$ cat src/rtl/conv_para_scale_ctrl_if.sv
// Output-tile valid/ready channel between the conv sequencer and its downstream consumer.
interface conv_para_scale_ctrl_if #(
    parameter int unsigned TILE_WIDTH = 144
);
    logic                  out_valid;
    logic                  out_ready;
    logic [TILE_WIDTH-1:0] out_data;

    modport master (output out_valid, output out_data, input out_ready);
    modport slave  (input out_valid, input out_data, output out_ready);
endinterface

$ cat src/rtl/conv_para_scale_ctrl.sv
// Sequencer for the ConvParaScaleFloat16 datapath: clear, snake-order kernel walk, drain, tile handoff.
// Optional cycle/stall counters are enabled by defining CONV_CTRL_PERF_EN.
module conv_para_scale_ctrl #(
    parameter int unsigned PARA_X            = 3,
    parameter int unsigned PARA_Y            = 3,
    parameter int unsigned DATA_WIDTH        = 16,
    parameter int unsigned KERNEL_SIZE_WIDTH = 4,
    parameter int unsigned KERNEL_MAX        = 5,
    parameter int unsigned DRAIN_TIMEOUT     = 16
) (
    input  logic                                  clk,
    input  logic                                  rst,
    input  logic                                  start,
    input  logic [KERNEL_SIZE_WIDTH-1:0]          kernel_size,
    output logic                                  busy,
    output logic                                  cfg_err,
    output logic                                  timeout_err,
    output logic                                  conv_rst,
    output logic [2*KERNEL_SIZE_WIDTH-1:0]        weight_addr,
    output logic [1:0]                            move_code,
    output logic [KERNEL_SIZE_WIDTH-1:0]          kx,
    output logic [KERNEL_SIZE_WIDTH-1:0]          ky,
    input  logic                                  conv_result_ready,
    input  logic [PARA_X*PARA_Y*DATA_WIDTH-1:0]   conv_result,
`ifdef CONV_CTRL_PERF_EN
    output logic [31:0]                           perf_cycles,
    output logic [31:0]                           perf_stall,
`endif
    conv_para_scale_ctrl_if.master                out_bus
);

    localparam int unsigned KW = KERNEL_SIZE_WIDTH;
    localparam int unsigned AW = 2 * KERNEL_SIZE_WIDTH;
    localparam int unsigned CW = $clog2(DRAIN_TIMEOUT) + 1;

    localparam logic [1:0] MOVE_FULL  = 2'd0;
    localparam logic [1:0] MOVE_RIGHT = 2'd1;
    localparam logic [1:0] MOVE_LEFT  = 2'd2;
    localparam logic [1:0] MOVE_DOWN  = 2'd3;

    typedef enum logic [2:0] {IDLE, CLEAR, FEED, DRAIN, HOLD} state_t;

    state_t        state;
    logic [KW-1:0] k_reg;
    logic [CW-1:0] drain_cnt;

    logic          k_legal;
    logic          row_end;
    logic          last_step;
    logic [KW-1:0] nxt_kx;
    logic [KW-1:0] nxt_ky;
    logic [1:0]    nxt_move;

    // Snake walk: even rows step right, odd rows step left, row ends step down.
    always_comb begin
        k_legal   = (kernel_size != '0) && (kernel_size <= KW'(KERNEL_MAX));
        row_end   = ky[0] ? (kx == '0) : (kx == k_reg - KW'(1));
        last_step = row_end && (ky == k_reg - KW'(1));
        nxt_kx    = kx;
        nxt_ky    = ky;
        nxt_move  = MOVE_DOWN;
        if (row_end) begin
            nxt_ky = ky + KW'(1);
        end else if (ky[0]) begin
            nxt_kx   = kx - KW'(1);
            nxt_move = MOVE_LEFT;
        end else begin
            nxt_kx   = kx + KW'(1);
            nxt_move = MOVE_RIGHT;
        end
    end

    always_ff @(posedge clk) begin
        if (rst) begin
            state             <= IDLE;
            k_reg             <= '0;
            drain_cnt         <= '0;
            busy              <= 1'b0;
            cfg_err           <= 1'b0;
            timeout_err       <= 1'b0;
            conv_rst          <= 1'b0;
            weight_addr       <= '0;
            move_code         <= MOVE_FULL;
            kx                <= '0;
            ky                <= '0;
            out_bus.out_valid <= 1'b0;
            out_bus.out_data  <= '0;
        end else begin
            cfg_err     <= 1'b0;
            timeout_err <= 1'b0;
            unique case (state)
                IDLE: begin
                    conv_rst <= 1'b1;
                    if (start) begin
                        if (k_legal) begin
                            k_reg    <= kernel_size;
                            busy     <= 1'b1;
                            conv_rst <= 1'b0;
                            state    <= CLEAR;
                        end else begin
                            cfg_err <= 1'b1;
                        end
                    end
                end
                CLEAR: begin
                    conv_rst    <= 1'b1;
                    kx          <= '0;
                    ky          <= '0;
                    move_code   <= MOVE_FULL;
                    weight_addr <= '0;
                    state       <= FEED;
                end
                FEED: begin
                    if (last_step) begin
                        drain_cnt <= '0;
                        state     <= DRAIN;
                    end else begin
                        kx          <= nxt_kx;
                        ky          <= nxt_ky;
                        move_code   <= nxt_move;
                        weight_addr <= AW'(nxt_ky) * AW'(k_reg) + AW'(nxt_kx);
                    end
                end
                DRAIN: begin
                    if (conv_result_ready) begin
                        out_bus.out_data  <= conv_result;
                        out_bus.out_valid <= 1'b1;
                        state             <= HOLD;
                    end else if (drain_cnt == CW'(DRAIN_TIMEOUT - 1)) begin
                        timeout_err <= 1'b1;
                        busy        <= 1'b0;
                        state       <= IDLE;
                    end else begin
                        drain_cnt <= drain_cnt + CW'(1);
                    end
                end
                HOLD: begin
                    if (out_bus.out_ready) begin
                        out_bus.out_valid <= 1'b0;
                        busy              <= 1'b0;
                        state             <= IDLE;
                    end
                end
                default: state <= IDLE;
            endcase
        end
    end

`ifdef CONV_CTRL_PERF_EN
    // Saturating busy-cycle and downstream-stall counters.
    always_ff @(posedge clk) begin
        if (rst) begin
            perf_cycles <= '0;
            perf_stall  <= '0;
        end else begin
            if (busy && (perf_cycles != '1)) begin
                perf_cycles <= perf_cycles + 32'd1;
            end
            if ((state == HOLD) && !out_bus.out_ready && (perf_stall != '1)) begin
                perf_stall <= perf_stall + 32'd1;
            end
        end
    end
`endif

endmodule

$ cat src/flat_wrapper.sv
// flat-port wrapper written by rule: the top's interface ports become plain ports
module conv_para_scale_ctrl_flat 
#(
    parameter int unsigned PARA_X            = 3,
    parameter int unsigned PARA_Y            = 3,
    parameter int unsigned DATA_WIDTH        = 16,
    parameter int unsigned KERNEL_SIZE_WIDTH = 4,
    parameter int unsigned KERNEL_MAX        = 5,
    parameter int unsigned DRAIN_TIMEOUT     = 16
)
  (clk, rst, start, kernel_size, busy, cfg_err, timeout_err, conv_rst, weight_addr, move_code, kx, ky, conv_result_ready, conv_result, out_bus_out_valid, out_bus_out_data, out_bus_out_ready);
  conv_para_scale_ctrl_if #(.TILE_WIDTH((3 * 3 * 16))) out_bus_i ();
  input  logic clk;
  input  logic rst;
  input  logic start;
  input  logic [KERNEL_SIZE_WIDTH-1:0] kernel_size;
  output logic busy;
  output logic cfg_err;
  output logic timeout_err;
  output logic conv_rst;
  output logic [2*KERNEL_SIZE_WIDTH-1:0] weight_addr;
  output logic [1:0] move_code;
  output logic [KERNEL_SIZE_WIDTH-1:0] kx;
  output logic [KERNEL_SIZE_WIDTH-1:0] ky;
  input  logic conv_result_ready;
  input  logic [PARA_X*PARA_Y*DATA_WIDTH-1:0] conv_result;
  output wire logic [$bits(out_bus_i.out_valid)-1:0] out_bus_out_valid;
  output wire logic [$bits(out_bus_i.out_data)-1:0] out_bus_out_data;
  input wire logic [$bits(out_bus_i.out_ready)-1:0] out_bus_out_ready;
  assign out_bus_out_valid = out_bus_i.out_valid;
  assign out_bus_out_data = out_bus_i.out_data;
  assign out_bus_i.out_ready = out_bus_out_ready;
  conv_para_scale_ctrl #(.PARA_X(PARA_X), .PARA_Y(PARA_Y), .DATA_WIDTH(DATA_WIDTH), .KERNEL_SIZE_WIDTH(KERNEL_SIZE_WIDTH), .KERNEL_MAX(KERNEL_MAX), .DRAIN_TIMEOUT(DRAIN_TIMEOUT)) u_core (.clk(clk), .rst(rst), .start(start), .kernel_size(kernel_size), .busy(busy), .cfg_err(cfg_err), .timeout_err(timeout_err), .conv_rst(conv_rst), .weight_addr(weight_addr), .move_code(move_code), .kx(kx), .ky(ky), .conv_result_ready(conv_result_ready), .conv_result(conv_result), .out_bus(out_bus_i));
endmodule
$ cat config.mk
export PLATFORM = sky130hd
export DESIGN_NAME = conv_para_scale_ctrl_flat
export DESIGN_NICKNAME = d
export VERILOG_FILES = /design/src/rtl/conv_para_scale_ctrl_if.sv /design/src/rtl/conv_para_scale_ctrl.sv /design/src/flat_wrapper.sv
export SDC_FILE = /design/constraint.sdc
export NUM_CORES = 1
export LEC_CHECK = 0
export ABC_AREA = 1
export CAP_MARGIN = 20
export CORE_ASPECT_RATIO = 1.25
export CORE_MARGIN = 10
export CORE_UTILIZATION = 46
export DETAILED_ROUTE_END_ITERATION = 10
export PLACE_DENSITY = 0.86
export REMOVE_ABC_BUFFERS = 1
export SYNTH_ARGS = -nofsm -noshare
export SYNTH_HDL_FRONTEND = slang
export SYNTH_SLANG_ARGS = --single-unit
$ cat constraint.sdc
create_clock -name clk -period 12.4 [get_ports clk]
set_input_delay 2.48 -clock clk [delete_from_list [all_inputs] [get_ports clk]]
set_output_delay 2.48 -clock clk [all_outputs]
set_load 0.02 [all_outputs]
==> results_dict.tcl, run 1 <==
set metrics [dict create \
    status "completed" \
    htreeDepth 4 \
    grt-ovfl-total 0 \
    holdBufCountCts 0 \
    finalSetupViolCount 0 \
    hold_class "reg -> reg" \
    wl_um 28400 \
    cts.clk_slew.worst_paths_ns 0.07 \
    period_share 0.415 \
    critical-path-max-stage-delay_ns 0.55 \
    rsz0062_at_grt "false" \
    num_rows 52 \
    layout.nets 1492 \
    slew_violations 0 \
    synth_cells 1020 \
    synth_cell_types 30 \
    area_delta_synth_final_pct 51.9 \
    io_buffers 319 \
    yosys-top-cells-area "dfxtp_1 (48%), nor2_1 (17%), o21ai_0 (10%)" \
    total_power_mw 1.76 \
    first_global_vias 7932 \
    yosysTopAreaCell "dfxtp_1" \
    crit_buf_inv 3 \
    cpMostUsedCell "nand2_1" \
    drt_first_pass_iters 6 \
    finalHoldViolations 0 \
    hpwl_um 21000 \
    power_density_mw_per_mm2 154 \
    whs_ns 0.490 \
    drc 0 \
    synth_seq_cells 179 \
    cp_data_required_time_ns 12.70 \
    dpl-instance-area_sq_mm 0.0108 \
    crit_path_start_kind "register" \
    grt_max_degree 134 \
    clock_sink_count 179 \
    maxClockFrequency_mhz 194 \
    clock_path_buffers 2 \
    worstMarginPinSlew_ns 0.959 \
    cts_inserted_buffers 17 \
    drive_above_1_share 0.0409 \
    synth.top_cell.area_share 0.476 \
    clk_latency_ns 0.43 \
    reg_top3 "u_core.out_bus.out_data x144, u_core.weight_addr x8, u_core.drain_cnt x5" \
    crit_fanout 9 \
    clock_skew_ns 0.0129 \
    antenna_found_initial 5 \
    num_vias 7934 \
    start_util 0.467 \
    synth-edff-count 0 \
    grt_pass1_wl_um 43400 \
    largest_reg_flops 144 \
    ys_seq_area_frac 0.476 \
    synth.avg_cell_area_sq_um 7.38 \
    critPathArrivalTime_ns 5.44 \
    drt_iter0_drc 507 \
    core_region_area_sq_mm 0.0161 \
    die_w_um 134 \
    maxCapViolCount 0 \
    peakVddDrop_mv 0.0925 \
    yosysWarnings 0 \
    die-area_sq_mm 0.0219 \
    tns_ns 0 \
    ant_nets 0 \
    period_needed_ns 5.14 \
    cts_tree "built" \
    ctsResizeCount 0 \
    synthFlopType "dfxtp_1" \
    die_y_um 163 \
    p_leak_nw 4.94 \
    max-slew-margin-rel 0.359 \
    worst_path_max_delay_cell "fa_1" \
    io_pins 320 \
    regMostFlops "u_core.out_bus.out_data" \
    synth-async-reset-ratio 0 \
    path_class "reg -> reg" \
    crit_family "adder cells" \
    viasPerCell 5.15 \
    postCtsSetupRepairBufs 0 \
    cp-end-kind "register" \
    place_congestion 0.989 \
    syn_area_sq_mm 0.00753 \
    cts-root-buf "clkbuf_16" \
    gr-usage-all-layers 0.251 \
    routedWlPerCell_um 18.4 \
    final_cell_area_sq_mm 0.0114 \
]
path summary, 6_finish.rpt:
kind | start | slack (ns) | cells after the start | end
worst max-delay path | u_core.k_reg[0] | 7.26 | 27 | u_core.weight_addr[7]
worst min-delay path | u_core.weight_addr[7] | 0.49 | 2 | u_core.weight_addr[7]
worst max register to register | u_core.k_reg[0] | 7.26 | 27 | u_core.weight_addr[7]
worst min register to register | u_core.weight_addr[7] | 0.49 | 2 | u_core.weight_addr[7]
kinds of logic after synthesis:
logic type / after synthesis / synth area share
adder cells (fa/ha/maj): 31 / 0.0595
AND/OR/NAND/NOR: 510 / 0.276
AO/OA/AOI/OAI: 179 / 0.120
buffers and inverters: 113 / 0.0597
flip-flops: 179 / 0.476
XOR/XNOR: 8 / 0.00931
area by class of cell:
type                       instances  area [sq um]
fill                            1279          4700
sequential                       179          3580
antenna                            3          7.51
inverter                          57           218
clock inverter                    10           121
multi-input combinational        728          3500
tap                              216           270
clock buffer                      22           474
timing repair buffer             325          3260
routing by layer:
layer | GRT usage | vias up | share of wire | routed length, um
li1 | - | 3836 | - | -
met1 | 0.253 | 3688 | 0.35 | 9870
met2 | 0.440 | 334 | 0.51 | 14500
met3 | 0.109 | 72 | 0.10 | 2840
met4 | 0.110 | 4 | 0.039 | 1110
met5 | 0 | - | 0.0013 | 36
cells in the mapped netlist, types with 3 or more instances:
cell,n
buf_2,8
or2_2,5
nand3b_1,4
xnor2_1,3
nand3_1,54
nor2_2,3
ha_1,23
nand2_4,3
xor2_1,5
a21oi_1,25
dfxtp_1,179
nand2_1,93
o21ai_0,151
clkbuf_1,43
fa_1,8
inv_1,55
nand4_1,4
nor2_1,336
per-stage QoR:
stage,utilization,std cells,setup WS (ns)
global route,0.709,1539,6.78
finish,0.709,1540,7.26
detailed placement,0.670,1504,7.14
global placement,0.670,1504,7.19
CTS,0.706,1536,7.28
floorplan,-,964,4.57
tightest hold or removal path, cell delays in order, from the launching register on:
cell,delay (ns)
dfxtp_1,0.31
nand3_1,0.07
a21oi_1,0.06
placed cells by master (no fill, tap or decap), types with 4 or more instances in the layout:
cell,n
xor2_1,5
nand3_1,54
fa_1,8
nand4_1,4
ha_1,23
a21oi_1,25
clkdlybuf4s50_1,319
or2_2,5
clkbuf_16,17
nor2_1,336
o21ai_0,151
inv_1,53
nand3b_1,4
buf_4,5
dfxtp_1,179
nand2_1,93
power by group:
group	total [mW]	switching, mW	internal (mW)
Sequential	0.671	0.0379	0.633
Clock	0.549	0.234	0.315
Combinational	0.541	0.323	0.218
No activity file was read; power rests on OpenSTA's default activity.
==> run 2: changes to the inputs <==
--- a/config.mk
+++ b/config.mk
@@ -9,9 +9,9 @@
 export CAP_MARGIN = 20
 export CORE_ASPECT_RATIO = 1.25
 export CORE_MARGIN = 10
-export CORE_UTILIZATION = 46
+export CORE_UTILIZATION = 39
 export DETAILED_ROUTE_END_ITERATION = 10
-export PLACE_DENSITY = 0.86
+export PLACE_DENSITY = 0.77
 export REMOVE_ABC_BUFFERS = 1
 export SYNTH_ARGS = -nofsm -noshare
 export SYNTH_HDL_FRONTEND = slang
==> constraint.sdc (replaced) <==
create_clock -name clk -period 4.15 [get_ports clk]
set_input_delay 0.83 -clock clk [delete_from_list [all_inputs] [get_ports clk]]
set_output_delay 0.83 -clock clk [all_outputs]
set_load 0.02 [all_outputs]
==> run 2 against run 1 <==
  * The flow now finishes with violations (negative setup slack)
  * Largest power group unchanged
  * Fmax up 13%
  * Highest routed layer unchanged
  * Clock power rose to 3.0 times the previous value
  * First-iteration DRC count up 5.5%
==> results_dict.tcl, run 2 (synthesis results as in run 1) <==
set metrics [dict create \
    drt_iter0_drc 535 \
    layout.nets 1533 \
    maxClockFrequency_mhz 220 \
    largest_reg_flops 144 \
    setup_ws_ns -0.402 \
    layout_common_cells "nor2_1 (336), clkdlybuf4s50_1 (319), dfxtp_1 (177)" \
    clock_sink_count 179 \
    num_rows 56 \
    hold_class "reg -> reg" \
    core_region_area_sq_mm 0.0188 \
    total_power_mw 5.37 \
    clock_path_buffers 2 \
    holdBufCountCts 0 \
    wl_met2_um 14800 \
    layout_commonest_cell "nor2_1" \
    path_class "reg -> reg" \
    worstMarginPinSlew_ns 0.842 \
    io_pins 320 \
    grt_pass1_wl_um 44300 \
    drive_above_1_share 0.0896 \
    drc 0 \
    critPathArrivalTime_ns 4.90 \
    wl_um 29100 \
    whs_ns 0.476 \
    grt-ovfl-total 0 \
    finalHoldViolations 0 \
    cp_data_required_time_ns 4.50 \
    drt_first_pass_iters 5 \
    start_util 0.399 \
    first_global_vias 7875 \
    clk_latency_ns 0.43 \
    htreeDepth 4 \
    crit_path_start_kind "register" \
    crit_fanout 4 \
    area_delta_synth_final_pct 57.8 \
    tns_ns -1.57 \
    die_w_um 144 \
    die-area_sq_mm 0.0253 \
    max-slew-margin-rel 0.438 \
    dp_slack_ns -0.708 \
    place_congestion 0.935 \
    p_leak_nw 5.15 \
    cts_inserted_buffers 17 \
    clock_skew_ns 0.0130 \
    dr_wl_met3_um 2910 \
    violations "negative setup slack" \
    dr.max_layer_used "met5" \
    ant_nets 0 \
    regMostFlops "u_core.out_bus.out_data" \
    hpwl_um 21300 \
    cp-end-kind "register" \
    wl_met1_um 10400 \
    utilization 0.630 \
    reg_top3 "u_core.out_bus.out_data x144, u_core.weight_addr x8, u_core.drain_cnt x5" \
    period_needed_ns 4.55 \
    peakVddDrop_mv 0.278 \
    maxCapViolCount 0 \
    cts.clk_slew.worst_paths_ns 0.07 \
    io_buffers 319 \
    num_vias 7859 \
    die_y_um 175 \
    antenna_found_initial 3 \
    slew_violations 0 \
    routedWlPerCell_um 18.2 \
    viasPerCell 4.92 \
    cts_tree "built" \
    grt_max_degree 148 \
    status "complete, but fails checks" \
    gr-usage-all-layers 0.225 \
    period_share 1.10 \
    cts-root-buf "clkbuf_16" \
    finalSetupViolCount 5 \
    power_density_mw_per_mm2 452 \
    rsz0062_at_grt "true" \
]
==> run 2: cell count changes in the layout (fill, tap and decap cells not counted), sizes merged <==
cell / change
diode: -1
inv: +2
clkinvlp: +1
buf: +41
clkbuf: -3
==> run 2: where the power goes <==
part	internal [mW]	switching, mW	total [mW]
combinational	0.747	1.01	1.76
sequential	1.89	0.104	2.00
clock	0.900	0.719	1.62
total	3.54	1.83	5.37
==> run 2: cell type report <==
type                    count  area, sq um
clock buffers              19          433
well taps                 232          290
fillers                  1578         6970
inverters                  57          218
multi-input cells         728         3610
clock inverters            13          148
flip-flops and latches    179         3590
diodes                      2         5.00
repair buffers            366         3590
==> run 2: repair_timing <==
action,CTS,global route
endpoints found under the setup margin,5,6
resized for setup,17,14
pin swaps,17,25
buffers inserted,5,3
==> run 2: critical path, cell delays in order, from the launching register on <==
cell     delay [ns]
dfxtp_2        0.34
inv_2          0.05
ha_4           0.24
nand2_2        0.07
inv_2          0.03
nor2_1         0.08
nand2_1        0.07
nor2_2         0.15
nand3_2        0.12
nand2_4        0.09
nand2_4        0.05
ha_4           0.21
or2_4          0.23
fa_1           0.49
fa_1           0.54
fa_1           0.56
inv_2          0.05
ha_4           0.29
nand3_2        0.09
nand2_2        0.09
nand2_2        0.06
nand2_2        0.08
a21oi_2        0.06
nand2_1        0.06
nand2_1        0.05
nor2_1         0.13
nand2_1        0.07
a21oi_2        0.14
==> run 2: through the flow <==
stage | cell area [sq um] | cells
2_1_floorplan | 7290 | 964
3_3_place_gp | 11100 | 1555
3_5_place_dp | 11100 | 1555
4_1_cts | 11800 | 1591
5_1_grt | 11900 | 1595
6_report | 11900 | 1596
==> run 2: layer usage <==
layer  GRT usage  vias up
met1       0.232     3618
met5           0        -
met2       0.384      276
met3       0.103       52
met4      0.0945        2
li1            -     3911
==> run 2: path summary, 6_finish.rpt <==
kind	startpoint	to	slack, ns	depth (start not counted)
setup / recovery	u_core.k_reg[1]	u_core.weight_addr[6]	-0.40	27
hold / removal	u_core.out_bus.out_valid	u_core.out_bus.out_valid	0.48	2
setup reg to reg	u_core.k_reg[1]	u_core.weight_addr[6]	-0.40	27
hold reg to reg	u_core.out_bus.out_valid	u_core.out_bus.out_valid	0.48	2
==> run 3: changes to the inputs <==
--- a/config.mk
+++ b/config.mk
@@ -11,8 +11,9 @@
 export CORE_MARGIN = 10
 export CORE_UTILIZATION = 39
 export DETAILED_ROUTE_END_ITERATION = 10
-export PLACE_DENSITY = 0.77
+export PLACE_DENSITY = 0.84
 export REMOVE_ABC_BUFFERS = 1
+export SKIP_CTS_REPAIR_TIMING = 1
 export SYNTH_ARGS = -nofsm -noshare
 export SYNTH_HDL_FRONTEND = slang
 export SYNTH_SLANG_ARGS = --single-unit
==> run 3 against run 2 <==
  * The flow still finishes with violations (negative setup slack)
  * Non-clock buffer count increased by 5
  * Setup slack better by 0.098 ns
  * Total power is 2.8% higher
  * Sequential share of layout area shrank 0.20 points
  * Clock-buffer cell count decreased by 1
  * Fmax is 2.2% higher
==> results_dict.tcl, run 3 (synthesis results as in run 1) <==
set metrics [dict create \
    io_buffers 319 \
    largest_reg_flops 144 \
    clk_latency_ns 0.42 \
    clock_path_buffers 2 \
    utilization 0.634 \
    finalNonFillerCells 1600 \
    regMostFlops "u_core.out_bus.out_data" \
    drt_first_pass_iters 5 \
    clock_sink_count 179 \
    cp_data_required_time_ns 4.50 \
    die_y_um 175 \
    gr-usage-all-layers 0.210 \
    power_switching_share 0.333 \
    dpl-instance-area_sq_mm 0.0112 \
    holdPathStages 2 \
    tns_ns -1.08 \
    slew_violations 0 \
    setup_ws_ns -0.304 \
    maxCapViolCount 0 \
    clkPwrFrac 0.317 \
    cpMostUsedCell "nand2_2" \
    drt_iter0_drc 565 \
    p_leak_nw 5.20 \
    crit_path_start_kind "register" \
    routedWlPerCell_um 17.6 \
    cp-end-kind "register" \
    layout_commonest_cell "nor2_1" \
    power_frac_comb 0.322 \
    num_rows 56 \
    layout_common_cells "nor2_1 (334), clkdlybuf4s50_1 (319), dfxtp_1 (177)" \
    hp-start "u_core.out_bus.out_valid" \
    seq_power_share 0.361 \
    crit_fanout 4 \
    viasPerCell 4.94 \
    status "complete, but fails checks" \
    max-slew-margin-rel 0.345 \
    layout.nets 1538 \
    power.internal_mw 3.68 \
    finalSetupViolCount 5 \
    drive_above_1_share 0.0922 \
    worstMarginPinSlew_ns 0.980 \
    netSwitchingPower_mw 1.84 \
    worst_path_max_delay_cell "fa_1" \
    crit_family "adder cells" \
    period_share 1.07 \
    cts_tree "built" \
    rsz0062_at_grt "true" \
    num_vias 7902 \
    hold_class "reg -> reg" \
    peakVddDrop_mv 0.271 \
    io_pins 320 \
    grt_max_degree 113 \
    core_region_area_sq_mm 0.0188 \
    htreeDepth 4 \
    cts.clk_slew.worst_paths_ns 0.07 \
    grt_pass1_wl_um 41800 \
    total_power_mw 5.52 \
    reg2regPathDepth 26 \
    reg_top3 "u_core.out_bus.out_data x144, u_core.weight_addr x8, u_core.drain_cnt x5" \
    period_needed_ns 4.45 \
    cts_inserted_buffers 17 \
    final_cell_area_sq_mm 0.0120 \
    finalHoldViolations 0 \
    maxClockFrequency_mhz 224 \
    start_util 0.399 \
    wl_um 28100 \
    critical-path-max-stage-delay_ns 0.53 \
    place_congestion 0.895 \
    placedCellCount 1562 \
    critPathArrivalTime_ns 4.81 \
    first_global_vias 7566 \
    power_density_mw_per_mm2 462 \
    drc 0 \
    grt-ovfl-total 0 \
    min_to "u_core.out_bus.out_valid" \
    crit_buf_inv 3 \
    ant_nets 0 \
    area_delta_synth_final_pct 58.8 \
    die_w_um 144 \
    hpwl_um 20600 \
    die-area_sq_mm 0.0253 \
    antenna_found_initial 5 \
    cts-root-buf "clkbuf_16" \
    timing.rr.start "u_core.k_reg[0]" \
    reg2reg_to "u_core.weight_addr[6]" \
    clock_skew_ns 0.0116 \
    path_class "reg -> reg" \
    reg2reg_slack_ns -0.30 \
    violations "negative setup slack" \
]
run 3: area by class of cell:
class / count / area [sq um]
Fill cell: 1533 / 6890
Timing Repair Buffer: 371 / 3620
Multi-Input combinational cell: 728 / 3610
Sequential cell: 179 / 3590
Clock buffer: 18 / 439
Tap cell: 232 / 290
Inverter: 57 / 218
Clock inverter: 13 / 196
Antenna cell: 2 / 5.00
run 3: per-stage QoR:
stage                     hold WS, ns  setup WS [ns]
after global placement          0.465         -0.631
final                           0.494         -0.304
after CTS                       0.487         -0.709
after floorplan                 0.460          -2.03
after global routing            0.507         -0.449
after detailed placement        0.478         -0.670
run 3: routing by layer:
| layer | track usage | routed length, um |
|---|---|---|
| met5 | 0 | 47 |
| met4 | 0.0624 | 739 |
| met3 | 0.102 | 3080 |
| met2 | 0.361 | 14200 |
| met1 | 0.220 | 10000 |
run 3: worst max-delay path by stage:
stage | from | to | cells past startpoint
2_1_floorplan | conv_result_ready | u_core.drain_cnt[1] | 9
3_3_place_gp | u_core.k_reg[0] | u_core.weight_addr[6] | 27
3_5_place_dp | u_core.k_reg[0] | u_core.weight_addr[6] | 27
4_1_cts | u_core.k_reg[0] | u_core.weight_addr[6] | 27
5_1_grt | u_core.k_reg[0] | u_core.weight_addr[7] | 27
6_report | u_core.k_reg[0] | u_core.weight_addr[6] | 26
run 3: power by group through the flow:
stage	Clock, mW	Sequential, mW	Combinational, mW
final	1.75	1.99	1.78
after global placement	0	2.02	1.71
after detailed placement	0	2.03	1.74
after global routing	1.85	2.01	1.94
after floorplan	0	2.20	0.724
after CTS	1.79	1.99	1.75
run 3: worst reg2reg max path, delay by kind of cell, from the launching register on:
kind,cells,cell delay (ns)
fa+ha+maj,6,2.18
compound gates,3,0.43
flops,1,0.34
buf+inv,3,0.13
simple gates,14,1.31
==> RTL edit, RTL diff (config.mk and constraints of run 3) <==
`DRAIN_TIMEOUT` is set to 16 in 2 places; all go to 64.
--- a/src/rtl/conv_para_scale_ctrl.sv
+++ b/src/rtl/conv_para_scale_ctrl.sv
@@ -7,5 +7,5 @@
     parameter int unsigned KERNEL_SIZE_WIDTH = 4,
     parameter int unsigned KERNEL_MAX        = 5,
-    parameter int unsigned DRAIN_TIMEOUT     = 16
+    parameter int unsigned DRAIN_TIMEOUT     = 64
 ) (
     input  logic                                  clk,
--- a/src/flat_wrapper.sv
+++ b/src/flat_wrapper.sv
@@ -7,5 +7,5 @@
     parameter int unsigned KERNEL_SIZE_WIDTH = 4,
     parameter int unsigned KERNEL_MAX        = 5,
-    parameter int unsigned DRAIN_TIMEOUT     = 16
+    parameter int unsigned DRAIN_TIMEOUT     = 64
 )
   (clk, rst, start, kernel_size, busy, cfg_err, timeout_err, conv_rst, weight_addr, move_code, kx, ky, conv_result_ready, conv_result, out_bus_out_valid, out_bus_out_data, out_bus_out_ready);
Check against the original RTL: same outputs for any inputs over 4 cycles, from zero or initial values and one cycle with rst high; that may be too few to reach the edited logic, so the function may still have changed.
==> RTL edit against run 3 <==
- the flow still finishes with violations (negative setup slack)
- via count up 1.6%
- final area is 0.50% higher
- total power increased by 0.68%
- worst setup slack improved by 0.058 ns
- synthesized area up 1.3%
- sequential cell count grew 2
- global-route usage about the same
- synthesized cell count grew 1.7%
- first-iteration DRC count fell by 0.71%
- worst hold slack worse by 0.024 ns
- routed wire length increased by 0.64%
- final cell count increased by 2.9%
==> RTL edit: results <==
[status]
run_status = "finished with violations"
violations = "negative setup slack"

[drt]
wl_mm = 28.33
drt-wirelength-per-cell_um = 17.21
initialDrtViolationCount = 561
detail_route.vias_per_cell = 4.876

[synth]
yosys_register_bits = 181
synth.avg_cell_area_um2 = 7.355
ys_seq_area_share_pct = 47.51
synthTopCellsByArea = "dfxtp_1 48%, nor2_1 17%, o21ai_0 9.9%"
post_synth_fa_ha_maj_area_fraction_pct = 5.709
synth-compound-area-share_pct = 11.99

[place]
placed_cell_area_mm2 = 0.01129
post-place-cells = 1612
dp_hpwl_mm = 20.97
dp_worst_slack_ns = -0.7343

[sta]
tns_ns = -0.7442
relSlewSlack_pct = 44.15
worst_clock_skew_ns = 0.02734
report.final.setup_viol = 5
final.setup.worst_slack_ns = -0.2467

[final_layout]
n_all_buffers = 369
buffer_area_share_pct = 29.79
nFillCells = 1622
multi_input_gate_share_of_the_layout_cell_area_pct = 30.37
largest_registers = "u_core.out_bus.out_data: 144 flops, u_core.weight_addr: 8 flops, u_core.drain_cnt: 7 flops"
final_layout_size_suffix_gt1_share_pct = 8.545
postLayoutCoreUtil_pct = 62.19
multi_input_logic_area_mm2 = 0.003650
clock_tree_area_fraction_pct = 5.101
ff_latch_area_mm2 = 0.003626
multi_input_comb_cells = 742
number_of_antenna_repair_diodes = 0

[global_routing]
grt_pass1_vias = 7981
largest_net_degree_at_the_start_of_global_routing = 98
grt_first_pass_wirelength_mm = 43.52
track_usage_pct = 21.02
global_route.usage.met2_pct = 36.51
antenna_found_initial = 3
grt_use_met3_pct = 9.373

[clock_tree]
worst_skew_pair.late_latency_ns = 0.44

[pwr]
ir_worst_vdd_mv = 0.2624
static-leakage-power_nw = 5.184
power.clock.fraction_pct = 30.0
total_power_mw = 5.560

[setup_path]
timing.critical_path.arrival_ns = 4.70
startpoint = "u_core.k_reg[1]"
regToRegStartpoint = "u_core.k_reg[1]"
RTL edit: cell count changes in the layout (fill, tap and decap cells not counted), sizes merged, moves of 2 or more:
| cell | delta |
|---|---|
| nand3 | +2 |
| nand2 | +6 |
| buf | -2 |
| a21oi | +3 |
| or2 | -2 |
| diode | -2 |
| xor2 | +3 |
| nor2 | +2 |
| nor3 | +2 |
| bufinv | -3 |
| dfxtp | +2 |
| clkinv | +3 |
RTL edit: per-layer routing:
| layer | wire length, µm | up-vias |
|---|---|---|
| met5 | 26 | - |
| met4 | 784 | 4 |
| met3 | 2939 | 45 |
| met2 | 14200 | 319 |
| met1 | 10380 | 3689 |
| li1 | - | 3969 |
RTL edit: logic make-up after synthesis:
logic type	count (synthesis)
and+or+nand+nor	519
AOI/OAI and AO/OA	182
DFF	181
buffers and inverters	114
adders and majority gates	30
xor gates and xnor gates	11
